===== src/rtl/bus_pkg.sv =====
// Shared definitions for the system-bus arbiters: state encoding,
// parameter defaults and the owner-index width helper.
package bus_pkg;

   typedef enum logic {
      ST_IDLE = 1'b0,
      ST_BUSY = 1'b1
   } state_t;

   localparam int N_MASTERS_DEF = 2;
   localparam int MAX_WAIT_DEF  = 8;

   // Never returns 0 so a 2-master index still has one bit.
   function automatic int idx_w(input int n);
      return (n <= 2) ? 1 : $clog2(n);
   endfunction

endpackage


===== src/rtl/arb_pick.sv =====
// Combinational winner selection: lowest-index starved candidate if any,
// otherwise lowest-index candidate. Returns one-hot and index forms.
module arb_pick #(
   parameter int N  = 2,
   parameter int IW = 1
) (
   input  logic [N-1:0]  cand,
   input  logic [N-1:0]  starved,
   output logic [N-1:0]  win,
   output logic [IW-1:0] win_idx
);

   logic [N-1:0] urgent;
   logic [N-1:0] pool;
   logic         found;

   always_comb begin
      urgent  = cand & starved;
      pool    = (|urgent) ? urgent : cand;
      win     = '0;
      win_idx = '0;
      found   = 1'b0;
      for (int i = 0; i < N; i++) begin
         if (pool[i] && !found) begin
            win[i]  = 1'b1;
            win_idx = IW'(i);
            found   = 1'b1;
         end
      end
   end

endmodule


===== src/rtl/bus_txn_arbiter.sv =====
// Transaction-holding bus arbiter with grant parking and per-master
// starvation counters; all outputs are flop-driven.
module bus_txn_arbiter
   import bus_pkg::*;
#(
   parameter int N_MASTERS = N_MASTERS_DEF,
   parameter int MAX_WAIT  = MAX_WAIT_DEF
) (
   input  logic                          clk,
   input  logic                          rst_n,
   input  logic [N_MASTERS-1:0]          req,
   input  logic                          slv_done,
   output logic [N_MASTERS-1:0]          grnt,
   output logic [idx_w(N_MASTERS)-1:0]   owner_id,
   output logic                          bus_busy
);

   localparam int IW = idx_w(N_MASTERS);
   localparam int CW = $clog2(MAX_WAIT + 1);
   localparam logic [N_MASTERS-1:0] GRNT_RST = {{(N_MASTERS-1){1'b0}}, 1'b1};

   state_t               state, state_nxt;
   logic [N_MASTERS-1:0] cand;
   logic [N_MASTERS-1:0] starved;
   logic [N_MASTERS-1:0] win;
   logic [IW-1:0]        win_idx;
   logic                 owner_req;
   logic                 arb_evt;
   logic                 load;
   logic [CW-1:0]        wait_cnt [N_MASTERS];

   // The finishing owner is excluded so it cannot immediately re-win.
   always_comb begin
      owner_req = |(req & grnt);
      cand      = (state == ST_BUSY) ? (req & ~grnt) : req;
      for (int i = 0; i < N_MASTERS; i++) begin
         starved[i] = (wait_cnt[i] == CW'(MAX_WAIT));
      end
   end

   arb_pick #(
      .N  (N_MASTERS),
      .IW (IW)
   ) u_pick (
      .cand    (cand),
      .starved (starved),
      .win     (win),
      .win_idx (win_idx)
   );

   always_ff @(posedge clk or negedge rst_n) begin
      if (!rst_n) state <= ST_IDLE;
      else        state <= state_nxt;
   end

   // slv_done takes precedence over a simultaneous owner request drop.
   always_comb begin
      state_nxt = state;
      case (state)
         ST_IDLE: if (|req) state_nxt = ST_BUSY;
         ST_BUSY: begin
            if (slv_done)        state_nxt = (|cand) ? ST_BUSY : ST_IDLE;
            else if (!owner_req) state_nxt = ST_IDLE;
         end
         default: state_nxt = ST_IDLE;
      endcase
   end

   always_comb begin
      arb_evt = ((state == ST_IDLE) && (|req)) || ((state == ST_BUSY) && slv_done);
      load    = arb_evt && (|cand);
   end

   always_ff @(posedge clk or negedge rst_n) begin
      if (!rst_n) begin
         grnt     <= GRNT_RST;
         owner_id <= '0;
      end else if (load) begin
         grnt     <= win;
         owner_id <= win_idx;
      end
   end

   always_ff @(posedge clk or negedge rst_n) begin
      if (!rst_n) begin
         for (int i = 0; i < N_MASTERS; i++) wait_cnt[i] <= '0;
      end else begin
         for (int i = 0; i < N_MASTERS; i++) begin
            if (!req[i]) begin
               wait_cnt[i] <= '0;
            end else if (arb_evt && cand[i]) begin
               if (win[i])                             wait_cnt[i] <= '0;
               else if (wait_cnt[i] != CW'(MAX_WAIT))  wait_cnt[i] <= wait_cnt[i] + 1'b1;
            end
         end
      end
   end

   assign bus_busy = (state == ST_BUSY);

endmodule


===== config.mk =====
export PLATFORM = sky130hd
export DESIGN_NAME = bus_txn_arbiter
export DESIGN_NICKNAME = d
export VERILOG_FILES = /design/src/rtl/bus_pkg.sv /design/src/rtl/arb_pick.sv /design/src/rtl/bus_txn_arbiter.sv
export SDC_FILE = /design/constraint.sdc
export NUM_CORES = 1
export LEC_CHECK = 0
export CAP_MARGIN = 20
export CELL_PAD_IN_SITES_DETAIL_PLACEMENT = 0
export CELL_PAD_IN_SITES_GLOBAL_PLACEMENT = 1
export CORE_ASPECT_RATIO = 0.7
export CORE_MARGIN = 2
export CORE_UTILIZATION = 40
export CTS_CLUSTER_DIAMETER = 30
export DETAILED_ROUTE_END_ITERATION = 16
export GPL_TIMING_DRIVEN = 0
export PLACE_DENSITY = 0.74
export SYNTH_ARGS = -nofsm -noshare
export SYNTH_HDL_FRONTEND = slang
export SYNTH_SLANG_ARGS = --single-unit

===== constraint.sdc =====
create_clock -name clk -period 2.8 [get_ports clk]
set_input_delay 0.42 -clock clk [delete_from_list [all_inputs] [get_ports clk]]
set_output_delay 0.42 -clock clk [all_outputs]
set_load 0.01 [all_outputs]

==> impl_results.md, run 1 <==
* Outcome: complete, no violations
* FP Rows at 13
* Worst flop-to-flop path endpoint: wait_cnt[2]$_DFFE_PN0P_
* Gpl congestion at roughly 0.75
* Arr. time, crit path at 1.46 ns
* First-pass GRT wire length at 2.57 mm
* Antenna Nets Post-Route at 0
* Initial DRT Pass Iterations at 4
* Required time worst endpoint at around 2.4 ns
* Die ar. at about 2500 sq um
* Max Cap Viol at 0
* Area added between synthesis and finish at 16.2%
* Dpl hpwl at approximately 1.2 mm
* Final Cell Area at 961 sq um
* Hold Vio Cnt, Final at 0
* Worst hold path class: in2async
* Mapped cell area at around 830 sq um
* Minimum clock period at 1.88 ns
* DIE WIDTH at between 50 and 60 microns
* Vias in the first global route at 567
* Placed inst area at ~930 sq um
* CTS tree: built
* Worst reg2reg setup slack at 1.12 ns
* Synth warn at 0
* Async S/R FF share, synth at 1.00
* Most common cell after layout, fill and taps aside: dfrtp_1
* CTS Buffer Depth at 2
* Fin crit share at 0.673
* Worst slew margin at 0.663
* Final Max Tran Viols at 0
* Worst skew pair latency at around 0.27 ns
* Worst-path clk slew at 0.07 ns
* Ys flop type: dfrtp_1
* Mean Syn Cell Area at ~10 sq um
* Synth area leader: dfrtp_1
* GRT Overall Usage at 0.140
* Startpoint Class: flop
* GRT Residual Overflow at 0
* Power, Total at between 600 and 700 uW
* Post-CTS Setup Repair Bufs at 0
* Pin count of the biggest net entering global routing at 12
* Max H-tree Level at 1
* Setup Viol. Count Final at 0
* Peak fanout along the critical path at 8
* Layout cells sized above 1 at 0.202
* Die height at around 42 microns
* Synth top area share at 0.303
* Clock Skew at ~0.009 ns
* Syn_nets at between 90 and 100
* Synthesized netlist cell count at roughly 80
* Antenna violations before repair at 0
* # IOs at 9
* Critical path endpoint category: primary output
* Vias per cell at about 5.6
* DR vias at ~650
* Setup Crit Path Kind: reg2out
* R2R cell count at 6
* Nets at ~100
* Starting Density at 0.435
* Post-detailed-route wirelength per cell at 13.7 microns
* Critical R2R Launch: wait_cnt[0]$_DFFE_PN0P_
* Port Buffers at 8
* # DRC at 0
* Number of synthesized register bits at 11
* Resize count post-CTS at 0
* CTS buffer count at 3
* Leak at between 0.3 and 0.4 nW
* Worst-Margin Slew at 0.504 ns
* Setup TNS at 0 ns
* Commonest non-fill, non-tap cells in the layout: dfrtp_1 (10), clkdlybuf4s50_1 (8), inv_1 (7), nand2_1 (7), nand3_1 (6)
* Clock sinks at 11
* Worst VDD drop at around 0.42 mV
* Synth cell types at 40
* Core area at between 1500 and 2000 sq um
* Cts hold-fix bufs at 0
* Peak Freq at approximately 530 MHz
* Synth top area cells: dfrtp_1 (30%), ha_1 (6.1%), nand3_1 (3.6%), nand3b_1 (3.6%), dfstp_2 (3.2%)
* Number of flops mapped to enable cells by yosys at 0
* Initial DRC count at 16
* Register area share after synthesis at 0.334
* N_diodes at 0
* Root Driver: clkbuf_4
* RSZ-0062 raised after global routing: false
* PwrDens at ~710 nW/um^2
* DRT Wirelength at roughly 1.6 mm
registers in the layout (all words and copies together) (netlist names):
register  cells
wait_cnt      8
bus_busy      1
grnt          2
worst max path at each step:
stage / endpoint / startpoint / cells past startpoint
floorplan: wait_cnt[2]$_DFFE_PN0P_ / wait_cnt[4]$_DFFE_PN0P_ / 6
global placement: wait_cnt[2]$_DFFE_PN0P_ / req[1] / 5
detailed placement: wait_cnt[2]$_DFFE_PN0P_ / req[1] / 5
CTS: grnt[1] / grnt[1]$_DFFE_PN0P_ / 2
global route: grnt[1] / grnt[1]$_DFFE_PN0P_ / 2
finish: grnt[1] / grnt[1]$_DFFE_PN0P_ / 2
area by class of cell:
type	instances	area (sq um)
Fill cell	195	942
Multi-Input combinational cell	61	494
Sequential cell	11	277
Timing Repair Buffer	8	80.1
Buffer	3	30.0
Tap cell	22	27.5
Clock buffer	4	26.3
Inverter	7	26.3
worst max-delay path, cell delays in order, from the launching register on:
cell and delay, ns:
dfrtp_1 0.51, buf_4 0.16, clkdlybuf4s50_1 0.52
kinds of logic (layout without fill, tap and decap cells):
kind of cell	after synthesis	in the layout	share of synthesized area
adder cells (fa/ha/maj)	4	4	0.0605
AO/OA/AOI/OAI	27	27	0.316
XOR/XNOR	3	3	0.0318
flip-flops	11	11	0.334
AND/OR/NAND/NOR	27	27	0.189
buffers and inverters	10	22	0.0681
routing by layer:
| metal | share of wire | global-route usage | wire, microns | up-vias |
|---|---|---|---|---|
| li1 | - | - | - | 329 |
| met1 | 0.53 | 0.205 | 846 | 306 |
| met2 | 0.39 | 0.187 | 628 | 16 |
| met3 | 0.067 | 0.0648 | 106 | 2 |
| met4 | 0.0057 | 0.0279 | 9 | 0 |
| met5 | 0 | 0 | 0 | - |
synth_stat cells (2+ instances only):
| library cell | instances |
|---|---|
| a31oi_1 | 2 |
| nand3_1 | 6 |
| ha_1 | 4 |
| nor2_1 | 2 |
| nand2_1 | 7 |
| buf_6 | 2 |
| o2bb2ai_1 | 2 |
| inv_1 | 7 |
| xor2_1 | 2 |
| o21ai_0 | 2 |
| dfrtp_1 | 10 |
| nand3b_1 | 4 |
| a32o_1 | 2 |
| a21oi_1 | 4 |
report_power, final:
part	switching, mW	internal (mW)
combinational	0.166	0.167
clock	0.0537	0.0552
sequential	0.0474	0.195
through the flow:
step / setup WS [ns] / instances / util / hold WS (ns)
floorplan: 1.24 / 82 / - / 0.124
finish: 0.916 / 116 / 0.505 / 0.481
CTS: 0.912 / 116 / 0.505 / 0.506
global route: 0.841 / 116 / 0.505 / 0.511
global placement: 0.718 / 112 / 0.491 / 0.536
detailed placement: 0.703 / 112 / 0.491 / 0.543
No activity file was read; power rests on OpenSTA's default activity.
==> run 2: changes to the inputs <==
Clock period 2.8 ns to 1.9 ns, I/O delays scaled along.
==> results of run 2 <==
The final DEF is identical to that of run 1. Status: complete, no violations.
Among the figures that moved: setup slack after placement 0.703 ns -> -0.0618 ns; setup slack after layout 0.916 ns -> 0.151 ns; hold slack 0.481 ns -> 0.346 ns; register-to-register setup slack 1.12 ns -> 0.22 ns; total power 0.685 mW -> 1.01 mW; worst IR drop on VDD 0.422 mV -> 0.622 mV
==> run 3: changes to the inputs <==
Settings changed: CAP_MARGIN 20 to unset, GPL_ROUTABILITY_DRIVEN set to 0.
==> results of run 3 <==
The final DEF is identical to that of run 1. Status: complete, no violations.
Among the figures that moved: setup slack after placement 0.703 ns -> -0.0618 ns; setup slack after layout 0.916 ns -> 0.151 ns; hold slack 0.481 ns -> 0.346 ns; register-to-register setup slack 1.12 ns -> 0.22 ns; total power 0.685 mW -> 1.01 mW; worst IR drop on VDD 0.422 mV -> 0.622 mV
==> edit: new RTL, config.mk and constraints of run 2 <==
Change the package constant `N_MASTERS_DEF` from 2 to 4.
--- a/src/rtl/bus_pkg.sv
+++ b/src/rtl/bus_pkg.sv
@@ -7,7 +7,7 @@
       ST_BUSY = 1'b1
    } state_t;
 
-   localparam int N_MASTERS_DEF = 2;
+   localparam int N_MASTERS_DEF = 4;
    localparam int MAX_WAIT_DEF  = 8;
 
    // Never returns 0 so a 2-master index still has one bit.
Ports: changed (resized grnt, owner_id and req); port bits go from 9 to 14. The function was not compared with the original's and may differ.
==> edit against run 2 <==
The flow now finishes with violations (setup timing); sequential cell count grew 12; area after synthesis grew 100%; power rose to 2.6 times the old value; wire length grew to 2.7 times the old value; final area up 140%; hold slack got worse by 0.068 ns; setup slack lost 0.24 ns; fmax is 12% lower; largest cell class unchanged; largest power group unchanged; highest routed layer unchanged.
==> edit: results (changes against run 2) <==
[status]
status=finished, violations left  ; was complete, no violations
violations=setup timing

[route]
dr_wl_met3_um=125  ; was 106 µm
routed-wl-met2_mm=2.04  ; was 628 µm

[place]
place_area_um2=1860  ; was 935 µm²
numPlacedInstances=235  ; was 112
io_buffers=11  ; was 8

[synthesis]
syn-num-nets=187  ; was 91
synth.area.top_cells=dfrtp_1 33%, ha_1 6.0%, nand2_1 5.4%  ; was dfrtp_1 30%, ha_1 6.1%, nand3_1 3.6%
yosys.area_share.adder_pct=5.98  ; was 6.05%
yosysSeqAreaShare_pct=34.5  ; was 33.4%
synth.distinct_cells=59  ; was 40

[cells_and_area]
nNetsFinal=233  ; was 104
layout-drive-gt1-share_pct=38.7  ; was 20.2%

[power_and_ir_drop]
p_sw_share_pct=41.4  ; was 39.0%
pwr-share-clk_pct=12.0  ; was 15.9%

[sta]
fin_skew_ns=0.00305  ; was 0.00919 ns
totalNegativeSetupSlack_ns=-0.400  ; was 0 ns
timing.slew.headroom_pct=61.0  ; was 66.3%
setup_ws_ns=-0.0871  ; was 0.151 ns
finalSetupViolCount=13  ; was 0

[critical_path]
slowest_stage=dfrtp_1  ; was clkdlybuf4s50_1
crit_end=wait_cnt[1]  ; was grnt[1]

[global_routing]
grt_pass1_wl_mm=7.09  ; was 2.57 mm

[hold_path]
hp-class=input pin to flop  ; was input pin to async pin

==> edit: cell types whose count changed in the layout (fill, tap and decap cells not counted), moves of 4 or more <==
cell	change
nand2_1	+17
buf_4	+25
and3b_2	+4
inv_2	+6
dfrtp_1	+10
buf_6	+4
nor2_1	+5
==> edit: cell type report <==
cell class	instances	area (µm²)
timing repair buffer	41	359
sequential	23	579
clock inverter	1	5.00
fill	336	1690
clock buffer	3	41.3
multi-input combinational	132	1150
buffer	4	30.0
tap	52	65.1
inverter	13	48.8
==> edit: worst min-delay path by stage <==
stage,from,end,slack (ns)
after CTS,req[0],wait_cnt[15],0.27
final,req[0],wait_cnt[15],0.28
after detailed placement,wait_cnt[10],wait_cnt[10],0.49
after floorplan,rst_n,bus_busy,-0.01
after global routing,req[0],wait_cnt[15],0.28
after global placement,wait_cnt[10],wait_cnt[10],0.48
==> edit: worst min-delay path, cell delays in order <==
cell and delay, ns:
buf_6 0.11, nand3_1 0.07, nand2_1 0.05
